### config.mk
export PLATFORM = sky130hd
export DESIGN_NAME = alu_issue_ctrl_flat
export DESIGN_NICKNAME = d
export VERILOG_FILES = /design/src/rtl/alu_pkg.sv /design/src/rtl/alu_issue_ctrl_if.sv /design/src/rtl/alu_regfile.sv /design/src/rtl/alu_issue_ctrl.sv /design/src/flat_wrapper.sv
export SDC_FILE = /design/constraint.sdc
export NUM_CORES = 1
export LEC_CHECK = 0
export BUFFER_PORTS_ARGS = -buffer_cell sky130_fd_sc_hd__buf_2
export CAP_MARGIN = 20
export CORE_ASPECT_RATIO = 0.7
export CORE_MARGIN = 5
export CORE_UTILIZATION = 47
export CTS_BUF_LIST = sky130_fd_sc_hd__clkbuf_8 sky130_fd_sc_hd__clkbuf_16
export DETAILED_ROUTE_END_ITERATION = 10
export PLACE_DENSITY = 0.86
export RECOVER_POWER = 50
export SLEW_MARGIN = 40
export SYNTH_ARGS = -nofsm -noshare
export SYNTH_HDL_FRONTEND = slang
export SYNTH_HIERARCHICAL = 1
export SYNTH_SLANG_ARGS = --single-unit
### constraint.sdc
create_clock -name clk -period 1.4 [get_ports clk]
set_clock_uncertainty 0.05 [all_clocks]
set_input_delay 0.07 -clock clk [delete_from_list [all_inputs] [get_ports clk]]
set_output_delay 0.07 -clock clk [all_outputs]
set_load 0.01 [all_outputs]
### src/rtl/alu_pkg.sv
// Shared definitions for the ALU issue controller: widths, ALU select codes, FSM states.
// Optional status flags are enabled by defining ALU_ISSUE_FLAGS_EN.
package alu_pkg;

    localparam int unsigned DATA_W = 5;
    localparam int unsigned NREGS  = 4;
    localparam int unsigned ADDR_W = 2;

    localparam logic ALU_SEL_ADD = 1'b1;
    localparam logic ALU_SEL_SUB = 1'b0;

    typedef enum logic [1:0] {
        IDLE    = 2'd0,
        ISSUE   = 2'd1,
        CAPTURE = 2'd2,
        WB      = 2'd3
    } state_t;

endpackage

### src/rtl/alu_issue_ctrl_if.sv
// Decoder / ALU / writeback / debug signal bundle of the ALU issue controller.
// With ALU_ISSUE_FLAGS_EN defined the bundle also carries zero_flag and neg_flag.
interface alu_issue_ctrl_if;
    import alu_pkg::*;

    // Instruction handshake from the decoder
    logic              instr_valid;
    logic              instr_ready;
    logic              instr_add;
    logic [ADDR_W-1:0] instr_rd;
    logic [ADDR_W-1:0] instr_rs;
    logic [ADDR_W-1:0] instr_rt;
    logic              instr_use_imm;
    logic [DATA_W-1:0] instr_imm;

    // External combinational ALU
    logic [DATA_W-1:0] alu_a;
    logic [DATA_W-1:0] alu_b;
    logic              alu_sel;
    logic [DATA_W-1:0] alu_result;

    // Writeback report
    logic              wb_valid;
    logic [ADDR_W-1:0] wb_addr;
    logic [DATA_W-1:0] wb_data;

    // Debug register read
    logic [ADDR_W-1:0] dbg_addr;
    logic [DATA_W-1:0] dbg_data;

`ifdef ALU_ISSUE_FLAGS_EN
    logic              zero_flag;
    logic              neg_flag;
`endif

    // Controller side
    modport master (
        input  instr_valid, instr_add, instr_rd, instr_rs, instr_rt,
        input  instr_use_imm, instr_imm, alu_result, dbg_addr,
        output instr_ready, alu_a, alu_b, alu_sel,
        output wb_valid, wb_addr, wb_data, dbg_data
`ifdef ALU_ISSUE_FLAGS_EN
        , output zero_flag, neg_flag
`endif
    );

    // Decoder / ALU / observer side
    modport slave (
        output instr_valid, instr_add, instr_rd, instr_rs, instr_rt,
        output instr_use_imm, instr_imm, alu_result, dbg_addr,
        input  instr_ready, alu_a, alu_b, alu_sel,
        input  wb_valid, wb_addr, wb_data, dbg_data
`ifdef ALU_ISSUE_FLAGS_EN
        , input zero_flag, neg_flag
`endif
    );

endinterface

### src/rtl/alu_regfile.sv
// Small register file: synchronous write with register 0 hard-wired to zero,
// three combinational read ports (operand A, operand B, debug).
module alu_regfile #(
    parameter int unsigned DATA_W = 5,
    parameter int unsigned NREGS  = 4,
    parameter int unsigned ADDR_W = 2
) (
    input  logic              clk,
    input  logic              rst,
    input  logic              i_we,
    input  logic [ADDR_W-1:0] i_waddr,
    input  logic [DATA_W-1:0] i_wdata,
    input  logic [ADDR_W-1:0] i_rs_addr,
    input  logic [ADDR_W-1:0] i_rt_addr,
    input  logic [ADDR_W-1:0] i_dbg_addr,
    output logic [DATA_W-1:0] o_rs_data,
    output logic [DATA_W-1:0] o_rt_data,
    output logic [DATA_W-1:0] o_dbg_data
);

    logic [DATA_W-1:0] r_mem [NREGS];

    // Storage update; writes to register 0 are dropped
    always_ff @(posedge clk) begin
        if (rst) begin
            for (int unsigned i = 0; i < NREGS; i++) begin
                r_mem[i] <= '0;
            end
        end else if (i_we && (i_waddr != '0)) begin
            r_mem[i_waddr] <= i_wdata;
        end
    end

    // Read ports; index 0 is forced to zero on every port
    always_comb begin
        o_rs_data  = (i_rs_addr  == '0) ? '0 : r_mem[i_rs_addr];
        o_rt_data  = (i_rt_addr  == '0) ? '0 : r_mem[i_rt_addr];
        o_dbg_data = (i_dbg_addr == '0) ? '0 : r_mem[i_dbg_addr];
    end

endmodule

### src/rtl/alu_issue_ctrl.sv
// ALU issue controller: accepts one arithmetic instruction per 4 cycles, drives the
// external ALU with registered operands, captures the result and writes it back.
// Optional zero/negative status flags are built when ALU_ISSUE_FLAGS_EN is defined.
module alu_issue_ctrl
    import alu_pkg::*;
(
    input  logic             clk,
    input  logic             rst,
    alu_issue_ctrl_if.master bus
);

    state_t            r_state;
    state_t            w_next_state;
    logic              w_accept;
    logic              w_capture;
    logic              w_wb;

    logic              r_instr_ready;
    logic [ADDR_W-1:0] r_rd;
    logic [DATA_W-1:0] r_result;

    logic [DATA_W-1:0] r_alu_a;
    logic [DATA_W-1:0] r_alu_b;
    logic              r_alu_sel;

    logic              r_wb_valid;
    logic [ADDR_W-1:0] r_wb_addr;
    logic [DATA_W-1:0] r_wb_data;

    logic [DATA_W-1:0] w_rs_data;
    logic [DATA_W-1:0] w_rt_data;
    logic [DATA_W-1:0] w_dbg_data;
    logic [DATA_W-1:0] w_op_b;

    // Register file; operand reads are addressed straight from the decoder fields so
    // the operands can be registered on the accepting edge
    alu_regfile #(
        .DATA_W (DATA_W),
        .NREGS  (NREGS),
        .ADDR_W (ADDR_W)
    ) u_regfile (
        .clk        (clk),
        .rst        (rst),
        .i_we       (w_wb),
        .i_waddr    (r_rd),
        .i_wdata    (r_result),
        .i_rs_addr  (bus.instr_rs),
        .i_rt_addr  (bus.instr_rt),
        .i_dbg_addr (bus.dbg_addr),
        .o_rs_data  (w_rs_data),
        .o_rt_data  (w_rt_data),
        .o_dbg_data (w_dbg_data)
    );

    // Operand B source select
    assign w_op_b = bus.instr_use_imm ? bus.instr_imm : w_rt_data;

    // FSM state register
    always_ff @(posedge clk) begin
        if (rst) begin
            r_state <= IDLE;
        end else begin
            r_state <= w_next_state;
        end
    end

    // FSM next-state and per-state control strobes
    always_comb begin
        w_next_state = r_state;
        w_accept     = 1'b0;
        w_capture    = 1'b0;
        w_wb         = 1'b0;
        case (r_state)
            IDLE: begin
                if (bus.instr_valid && r_instr_ready) begin
                    w_accept     = 1'b1;
                    w_next_state = ISSUE;
                end
            end
            ISSUE: begin
                w_next_state = CAPTURE;
            end
            CAPTURE: begin
                w_capture    = 1'b1;
                w_next_state = WB;
            end
            WB: begin
                w_wb         = 1'b1;
                w_next_state = IDLE;
            end
            default: begin
                w_next_state = IDLE;
            end
        endcase
    end

    // Handshake, ALU operand and writeback registers
    always_ff @(posedge clk) begin
        if (rst) begin
            r_instr_ready <= 1'b1;
            r_rd          <= '0;
            r_result      <= '0;
            r_alu_a       <= '0;
            r_alu_b       <= '0;
            r_alu_sel     <= 1'b0;
            r_wb_valid    <= 1'b0;
            r_wb_addr     <= '0;
            r_wb_data     <= '0;
        end else begin
            r_instr_ready <= (w_next_state == IDLE);
            r_wb_valid    <= w_capture;
            if (w_accept) begin
                r_rd      <= bus.instr_rd;
                r_alu_a   <= w_rs_data;
                r_alu_b   <= w_op_b;
                r_alu_sel <= bus.instr_add ? ALU_SEL_ADD : ALU_SEL_SUB;
            end
            if (w_capture) begin
                r_result  <= bus.alu_result;
                r_wb_addr <= r_rd;
                r_wb_data <= bus.alu_result;
            end
        end
    end

`ifdef ALU_ISSUE_FLAGS_EN
    logic r_zero_flag;
    logic r_neg_flag;

    // Status flags follow the value reported on the writeback strobe
    always_ff @(posedge clk) begin
        if (rst) begin
            r_zero_flag <= 1'b0;
            r_neg_flag  <= 1'b0;
        end else if (w_capture) begin
            r_zero_flag <= (bus.alu_result == '0);
            r_neg_flag  <= bus.alu_result[DATA_W-1];
        end
    end

    assign bus.zero_flag = r_zero_flag;
    assign bus.neg_flag  = r_neg_flag;
`endif

    assign bus.instr_ready = r_instr_ready;
    assign bus.alu_a       = r_alu_a;
    assign bus.alu_b       = r_alu_b;
    assign bus.alu_sel     = r_alu_sel;
    assign bus.wb_valid    = r_wb_valid;
    assign bus.wb_addr     = r_wb_addr;
    assign bus.wb_data     = r_wb_data;
    assign bus.dbg_data    = w_dbg_data;

endmodule

### src/flat_wrapper.sv
// flat-port wrapper written by rule: the top's interface ports become plain ports
module alu_issue_ctrl_flat import alu_pkg::*;
  (clk, rst, bus_instr_valid, bus_instr_add, bus_instr_rd, bus_instr_rs, bus_instr_rt, bus_instr_use_imm, bus_instr_imm, bus_alu_result, bus_dbg_addr, bus_instr_ready, bus_alu_a, bus_alu_b, bus_alu_sel, bus_wb_valid, bus_wb_addr, bus_wb_data, bus_dbg_data);
  alu_issue_ctrl_if bus_i ();
  input  logic clk;
  input  logic rst;
  input wire logic [$bits(bus_i.instr_valid)-1:0] bus_instr_valid;
  input wire logic [$bits(bus_i.instr_add)-1:0] bus_instr_add;
  input wire logic [$bits(bus_i.instr_rd)-1:0] bus_instr_rd;
  input wire logic [$bits(bus_i.instr_rs)-1:0] bus_instr_rs;
  input wire logic [$bits(bus_i.instr_rt)-1:0] bus_instr_rt;
  input wire logic [$bits(bus_i.instr_use_imm)-1:0] bus_instr_use_imm;
  input wire logic [$bits(bus_i.instr_imm)-1:0] bus_instr_imm;
  input wire logic [$bits(bus_i.alu_result)-1:0] bus_alu_result;
  input wire logic [$bits(bus_i.dbg_addr)-1:0] bus_dbg_addr;
  output wire logic [$bits(bus_i.instr_ready)-1:0] bus_instr_ready;
  output wire logic [$bits(bus_i.alu_a)-1:0] bus_alu_a;
  output wire logic [$bits(bus_i.alu_b)-1:0] bus_alu_b;
  output wire logic [$bits(bus_i.alu_sel)-1:0] bus_alu_sel;
  output wire logic [$bits(bus_i.wb_valid)-1:0] bus_wb_valid;
  output wire logic [$bits(bus_i.wb_addr)-1:0] bus_wb_addr;
  output wire logic [$bits(bus_i.wb_data)-1:0] bus_wb_data;
  output wire logic [$bits(bus_i.dbg_data)-1:0] bus_dbg_data;
  assign bus_i.instr_valid = bus_instr_valid;
  assign bus_i.instr_add = bus_instr_add;
  assign bus_i.instr_rd = bus_instr_rd;
  assign bus_i.instr_rs = bus_instr_rs;
  assign bus_i.instr_rt = bus_instr_rt;
  assign bus_i.instr_use_imm = bus_instr_use_imm;
  assign bus_i.instr_imm = bus_instr_imm;
  assign bus_i.alu_result = bus_alu_result;
  assign bus_i.dbg_addr = bus_dbg_addr;
  assign bus_instr_ready = bus_i.instr_ready;
  assign bus_alu_a = bus_i.alu_a;
  assign bus_alu_b = bus_i.alu_b;
  assign bus_alu_sel = bus_i.alu_sel;
  assign bus_wb_valid = bus_i.wb_valid;
  assign bus_wb_addr = bus_i.wb_addr;
  assign bus_wb_data = bus_i.wb_data;
  assign bus_dbg_data = bus_i.dbg_data;
  alu_issue_ctrl u_core (.clk(clk), .rst(rst), .bus(bus_i));
endmodule
==> results of run 1 <==
==> worst reg2reg max path: cells and delay by family, from the launching register on <==
kind / cells / cell delay, ps
compound gates: 2 / 290
flops: 1 / 450
mux: 2 / 460
==> logic make-up after synthesis <==
logic type	Yosys count	synth area share (%)
compound gates	27	12.23
simple gates	65	15.40
fa+ha+maj	3	1.942
flops	39	48.16
buf+inv	12	4.401
mux	33	17.86
==> layout by cell type (no fill, tap or decap), drive strengths merged <==
cell,synthesis,routed
edfxtp,15,15
nor2b,2,2
buf,7,35
nand2b,2,2
dlygate4sd3,0,9
nand2,22,22
a22o,9,9
a211oi,6,6
a31o,1,1
mux2,9,9
mux2i,24,24
ha,3,3
and3,1,1
clkinv,0,1
o21bai,2,2
nand3,1,1
clkbuf,2,28
and2b,2,2
inv,3,4
nand3b,5,5
dfxtp,24,24
nor2,30,30
a21oi,9,9
==> power breakdown <==
group / internal (W) / switching (W)
Combinational: 0.000494 / 0.000603
Sequential: 0.00136 / 0.000131
Clock: 0.000403 / 0.000399
==> flip-flops by register name, summed over array words and instances (netlist names) <==
| name | flops |
|---|---|
| u_core/bus.alu_b | 5 |
| u_core/bus.alu_a | 5 |
| u_core/bus.wb_data | 5 |
| u_core/bus.wb_addr | 2 |
| u_core/bus.wb_valid | 1 |
| u_core/r_state | 2 |
| u_core/u_regfile/r_mem | 15 |
| u_core/r_rd | 2 |
| u_core/bus.instr_ready | 1 |
| u_core/bus.alu_sel | 1 |
==> cell type report <==
| class | instances | area share, % |
|---|---|---|
| repair buffers | 66 | 15.78 |
| well taps | 52 | 2.682 |
| clock buffers | 6 | 3.404 |
| flip-flops and latches | 39 | 38.37 |
| multi-input cells | 128 | 38.68 |
| clock inverters | 2 | 0.6189 |
| inverters | 3 | 0.4642 |
==> worst min-delay path by stage <==
stage | startpoint | slack (ps) | endpoint | depth (start not counted)
after floorplan | rst | 90 | u_core/bus.wb_valid$_SDFF_PP0_ | 1
after global placement | bus_alu_result[1] | 260 | u_core/bus.wb_data[1]$_SDFFE_PP0P_ | 3
after detailed placement | bus_alu_result[2] | 260 | u_core/bus.wb_data[2]$_SDFFE_PP0P_ | 3
after CTS | bus_instr_imm[3] | 100 | u_core/bus.alu_b[3]$_SDFFE_PP0P_ | 3
after global routing | bus_instr_imm[2] | 100 | u_core/bus.alu_b[2]$_SDFFE_PP0P_ | 3
final | bus_instr_imm[2] | 90 | u_core/bus.alu_b[2]$_SDFFE_PP0P_ | 3
==> cells in the mapped netlist, drive strengths merged (2+ instances only) <==
master and n:
a211oi 6, a21oi 9, a22o 9, and2b 2
buf 7, clkbuf 2, dfxtp 24, edfxtp 15
ha 3, inv 3, mux2 9, mux2i 24
nand2 22, nand2b 2, nand3b 5, nor2 30
nor2b 2, o21bai 2
==> metrics by stage <==
stage / power (W) / instance area, µm² / hold WS (ps) / worst slack, ps / std cells
floorplan: 0.002267 / 1933 / 91.61 / 39.03 / 179
global placement: 0.002546 / 2247 / 257.3 / 49.79 / 279
detailed placement: 0.002588 / 2247 / 260.9 / 21.01 / 279
CTS: 0.003409 / 2435 / 96.88 / 7.238 / 296
global route: 0.003621 / 2426 / 102.7 / -18.59 / 296
finish: 0.003390 / 2426 / 91.66 / 43.42 / 296
==> routing by layer <==
metal  part of all wire [%]  up-vias  track usage (%)
met2                     43       49            26.24
met5                      0        -                0
met3                    8.4        3            6.771
met4                   0.58        0            2.918
li1                       -      754                -
met1                     47      714            20.64
==> what timing repair did <==
item / 4_1_cts / 5_1_grt
hold buffers: 9 / 0
hold endpoints to repair: 8 / 0
setup endpoints to repair: 0 / 13
gates resized for setup: 0 / 4
==> results.toml, run 1 <==
[run_status]
outcome = "finished, final reports clean"

[setup_path]
crit_type = "register to register"
worstPathCellList = "mux2_4, a22o_1, mux2i_1, a211oi_2"
required_ps = 1520
rr_endpoint = "u_core/bus.alu_b[2]$_SDFFE_PP0P_"
ff2ff_setup_slack_ps = 40
cp-end-kind = "register"
crit_arrival_ps = 1480
cp_num_cells = 4
crit_end = "u_core/bus.alu_b[2]$_SDFFE_PP0P_"
reg2reg_depth = 4
worstSetupStartpoint = "u_core/u_regfile/r_mem[1][2]$_SDFFCE_PN0P_"
cp_slowest_cell = "edfxtp_1"
start_kind = "register"
cpPeakStageDelay_ps = 450
path_buf_inv = 0
cp_max_fo = 3
crit_family = "multiplexers"
reg2reg_from = "u_core/u_regfile/r_mem[1][2]$_SDFFCE_PN0P_"

[synthesis]
synth.distinct_cells = 31
synthesis.nets = 205
avgSynthCellArea_um2 = 10.80
ys.flop_type = "dfxtp_1"
yosysSeqAreaShare_pct = 48.16
synth_area_mm2 = 0.001933
syn_inst = 179
yosysTopAreaCellShare_pct = 24.85
ys_ff_latch = 39
synth-edff-count = 15
ys.warnings.count = 6
yosysTopAreaCell = "dfxtp_1"
synth_area_leaders = "dfxtp_1, edfxtp_1, mux2i_1, nor2_1, a22o_1"
synthArstFlopShare_pct = 0

[sta]
drv_slew = 0
hold_viol = 0
rsz0062_at_grt = "true"
max-slew-margin-rel_pct = 75.83
tightest_slew_ps = 361.3
setup_viol = 0
max_freq_mhz = 737.1
fin_crit_ps = 1357
fin_tns_setup_ps = 0
post-route-period-util_pct = 96.90

[clock_network]
clk_pin_slew_worst_paths_ps = 80
ctsHtreeMaxLevel = 2
cts.sinks = 39
cts_max_path_buffers = 2
cts_tree = "done"
cts_setup_buffers = 0
root_buffer = "clkbuf_8"
numCtsBuffers = 5
insertion_delay_ps = 300

[floorplan]
ioPinCount = 48
die_height_um = 63.66
fp.dieW_um = 86.66
start_util_pct = 48.99
coreArea_mm2 = 0.003946
row_count = 19
die_area_mm2 = 0.005516

[route]
drc = 0
wire_per_inst_um = 14.00
via_per_inst = 5.135
drt-pass1-iter-count = 5
vias = 1520
ant_nets = 0
drt_wl_total_mm = 4.145
drtIter0Drc = 61

[layout]
syn2layout_area_growth_pct = 25.50
seqCellArea_um2 = 930.9
postLayoutCoreUtil_pct = 61.48
n_antenna_cell = 0
fillers = 353
multi_input_area_um2 = 938.4
drive_gt1_share_pct = 27.87
nNetsFinal = 269

[global_route]
grt_pass1_wl_mm = 7.051
antenna_found_initial = 0
grt_max_degree = 23
globalRouteTotalUtil_pct = 16.30
grt_pass1_vias = 1535
grt.overflow.total = 0

[place]
place_hpwl_mm = 3.216
gp_congestion = 0.8208
numPortBuffers = 47

[power_and_ir_drop]
p_leak_nw = 0.9595
powerDensity_mw_per_mm2 = 1397
peakVddDrop_v = 0.001022

[hold_path]
hold_path_class = "input port to register"

[flow_run]
max-cap-violations = 0
Power figures use the tool's default switching activity.
==> inputs of run 2 (changes only) <==
--- a/config.mk
+++ b/config.mk
@@ -9,10 +9,11 @@
 export CAP_MARGIN = 20
 export CORE_ASPECT_RATIO = 0.7
 export CORE_MARGIN = 5
-export CORE_UTILIZATION = 47
-export CTS_BUF_LIST = sky130_fd_sc_hd__clkbuf_8 sky130_fd_sc_hd__clkbuf_16
+export CORE_UTILIZATION = 40
+export CTS_BUF_LIST = sky130_fd_sc_hd__clkbuf_8
 export DETAILED_ROUTE_END_ITERATION = 10
-export PLACE_DENSITY = 0.86
+export GPL_TIMING_DRIVEN = 0
+export PLACE_DENSITY = 0.76
 export RECOVER_POWER = 50
 export SLEW_MARGIN = 40
 export SYNTH_ARGS = -nofsm -noshare
==> run 2 against run 1 <==
Fmax rose by 1.1%. Clock power grew 22%. Total power up 8.8%. Sequential share of layout area fell by 0.42 points. Global-route usage decreased by 1.1 points. Combinational power increased by 9%. Critical endpoint is now u_core/bus.alu_b[1]$_SDFFE_PP0P_. Largest cell class unchanged.
==> results.toml, run 2 (synthesis gave the netlist of run 1 again) <==
[layout]
drive_gt1_share_pct = 30.25
syn2layout_area_growth_pct = 27.57
fillers = 437
fin_area_mm2 = 0.002466
regMostFlops = "u_core/u_regfile/r_mem"
nNetsFinal = 263
layoutNonFillerInstCount = 295
mostFrequentLayoutCells = "nor2_1, buf_2, mux2i_1"
largest_register_ffs = 15
postLayoutCoreUtil_pct = 52.14
n_antenna_cell = 0
layout.cells.most_common = "nor2_1"

[sta]
hold_viol = 0
max-slew-margin-rel_pct = 75.28
post-route-period-util_pct = 95.82
tightest_slew_ps = 369.5
drv_slew = 0
max_freq_mhz = 745.5
setup_viol = 0
rsz0062_at_grt = "true"
fin_crit_ps = 1341
fin_tns_setup_ps = 0

[run_status]
outcome = "finished, final reports clean"

[clock_network]
ctsHtreeMaxLevel = 2
numCtsBuffers = 5
insertion_delay_ps = 290
root_buffer = "clkbuf_8"
cts_setup_buffers = 0
cts.sinks = 39
cts_max_path_buffers = 2
cts_tree = "done"
clk_pin_slew_worst_paths_ps = 80

[setup_path]
cp-end-kind = "register"
start_kind = "register"
crit_arrival_ps = 1470
cp_max_fo = 3
crit_type = "register to register"
required_ps = 1530

[floorplan]
ioPinCount = 48
coreArea_mm2 = 0.004730
start_util_pct = 40.87
row_count = 21
die_height_um = 68.16
fp.dieW_um = 93.09
die_area_mm2 = 0.006345

[place]
numPortBuffers = 43
gp_congestion = 0.7758
placedCellCount = 279
postPlaceCellArea_mm2 = 0.002220
place_hpwl_mm = 3.276

[route]
wire_per_inst_um = 14.96
via_per_inst = 5.081
drt-pass1-iter-count = 4
drt_wl_total_mm = 4.414
vias = 1499
drtIter0Drc = 120
ant_nets = 0
drc = 0

[global_route]
grt_max_degree = 14
grt.overflow.total = 0
antenna_found_initial = 0
globalRouteTotalUtil_pct = 15.21
grt_pass1_wl_mm = 7.265
grt_pass1_vias = 1498

[flow_run]
max-cap-violations = 0

[hold_path]
hold_path_class = "input port to register"

[power_and_ir_drop]
peakVddDrop_v = 0.0008746
p_leak_nw = 0.9602
powerDensity_mw_per_mm2 = 1496
-- run 2: final timing paths --
path                                                                 start                               end  slack [ps]  depth (start not counted)
worst min-delay path                                                   rst      u_core/r_state[0]$_SDFF_PP0_          30                          2
worst min register to register            u_core/bus.alu_a[0]$_SDFFE_PP0P_  u_core/bus.alu_a[0]$_SDFFE_PP0P_         410                          2
worst max register to register  u_core/u_regfile/r_mem[1][1]$_SDFFCE_PN0P_  u_core/bus.alu_b[1]$_SDFFE_PP0P_          60                          4
worst max-delay path            u_core/u_regfile/r_mem[1][1]$_SDFFCE_PN0P_  u_core/bus.alu_b[1]$_SDFFE_PP0P_          60                          4
-- run 2: final cells by class --
class                           instances  area (µm²)  area share (%)
Multi-Input combinational cell        128       968.4           39.27
Sequential cell                        39       935.9           37.95
Inverter                                3       11.26          0.4566
Clock inverter                          2       38.79           1.573
Timing Repair Buffer                   52       295.3           11.97
Tap cell                               57       71.32           2.892
Clock buffer                            6       82.58           3.349
Buffer                                  8       62.56           2.537
-- run 2: power breakdown --
part | leakage [nW] | internal, W | total (W) | switching [W]
Sequential | 0.352 | 0.00137 | 0.00151 | 0.000142
Clock | 0.0618 | 0.000586 | 0.000980 | 0.000394
Combinational | 0.546 | 0.000550 | 0.00120 | 0.000646
Total | 0.960 | 0.00251 | 0.00369 | 0.00118
-- run 2: layer usage --
metal	part of all wire (%)	vias up	GRT usage, %
li1	-	748	-
met2	43	58	22.78
met4	1.0	0	4.936
met5	0	-	0
met1	48	689	21.17
met3	7.7	4	4.505
-- run 2: timing repair --
| item | 4_1_cts | 5_1_grt |
|---|---|---|
| setup endpoints to repair | 20 | 22 |
| hold buffers | 8 | 0 |
| pin swaps | 0 | 3 |
| hold endpoints to repair | 8 | 0 |
| gates cloned | 0 | 1 |
| gates resized for setup | 5 | 9 |
-- run 2: critical path, cell delays in order (launching register included) --
cell and delay [ps]:
edfxtp_1 450, mux2_4 300, a22o_1 180, mux2i_1 160, a211oi_2 90
-- run 2: stage by stage --
stage                     hold slack (ps)  worst slack (ps)  total power [W]
after floorplan                     91.61             39.03         0.002267
after global routing                48.61            -16.01         0.003945
after detailed placement            263.7            -162.8         0.002597
after CTS                           14.01            -37.69         0.003628
after global placement              261.1            -139.9         0.002564
final                               30.02             58.56         0.003690
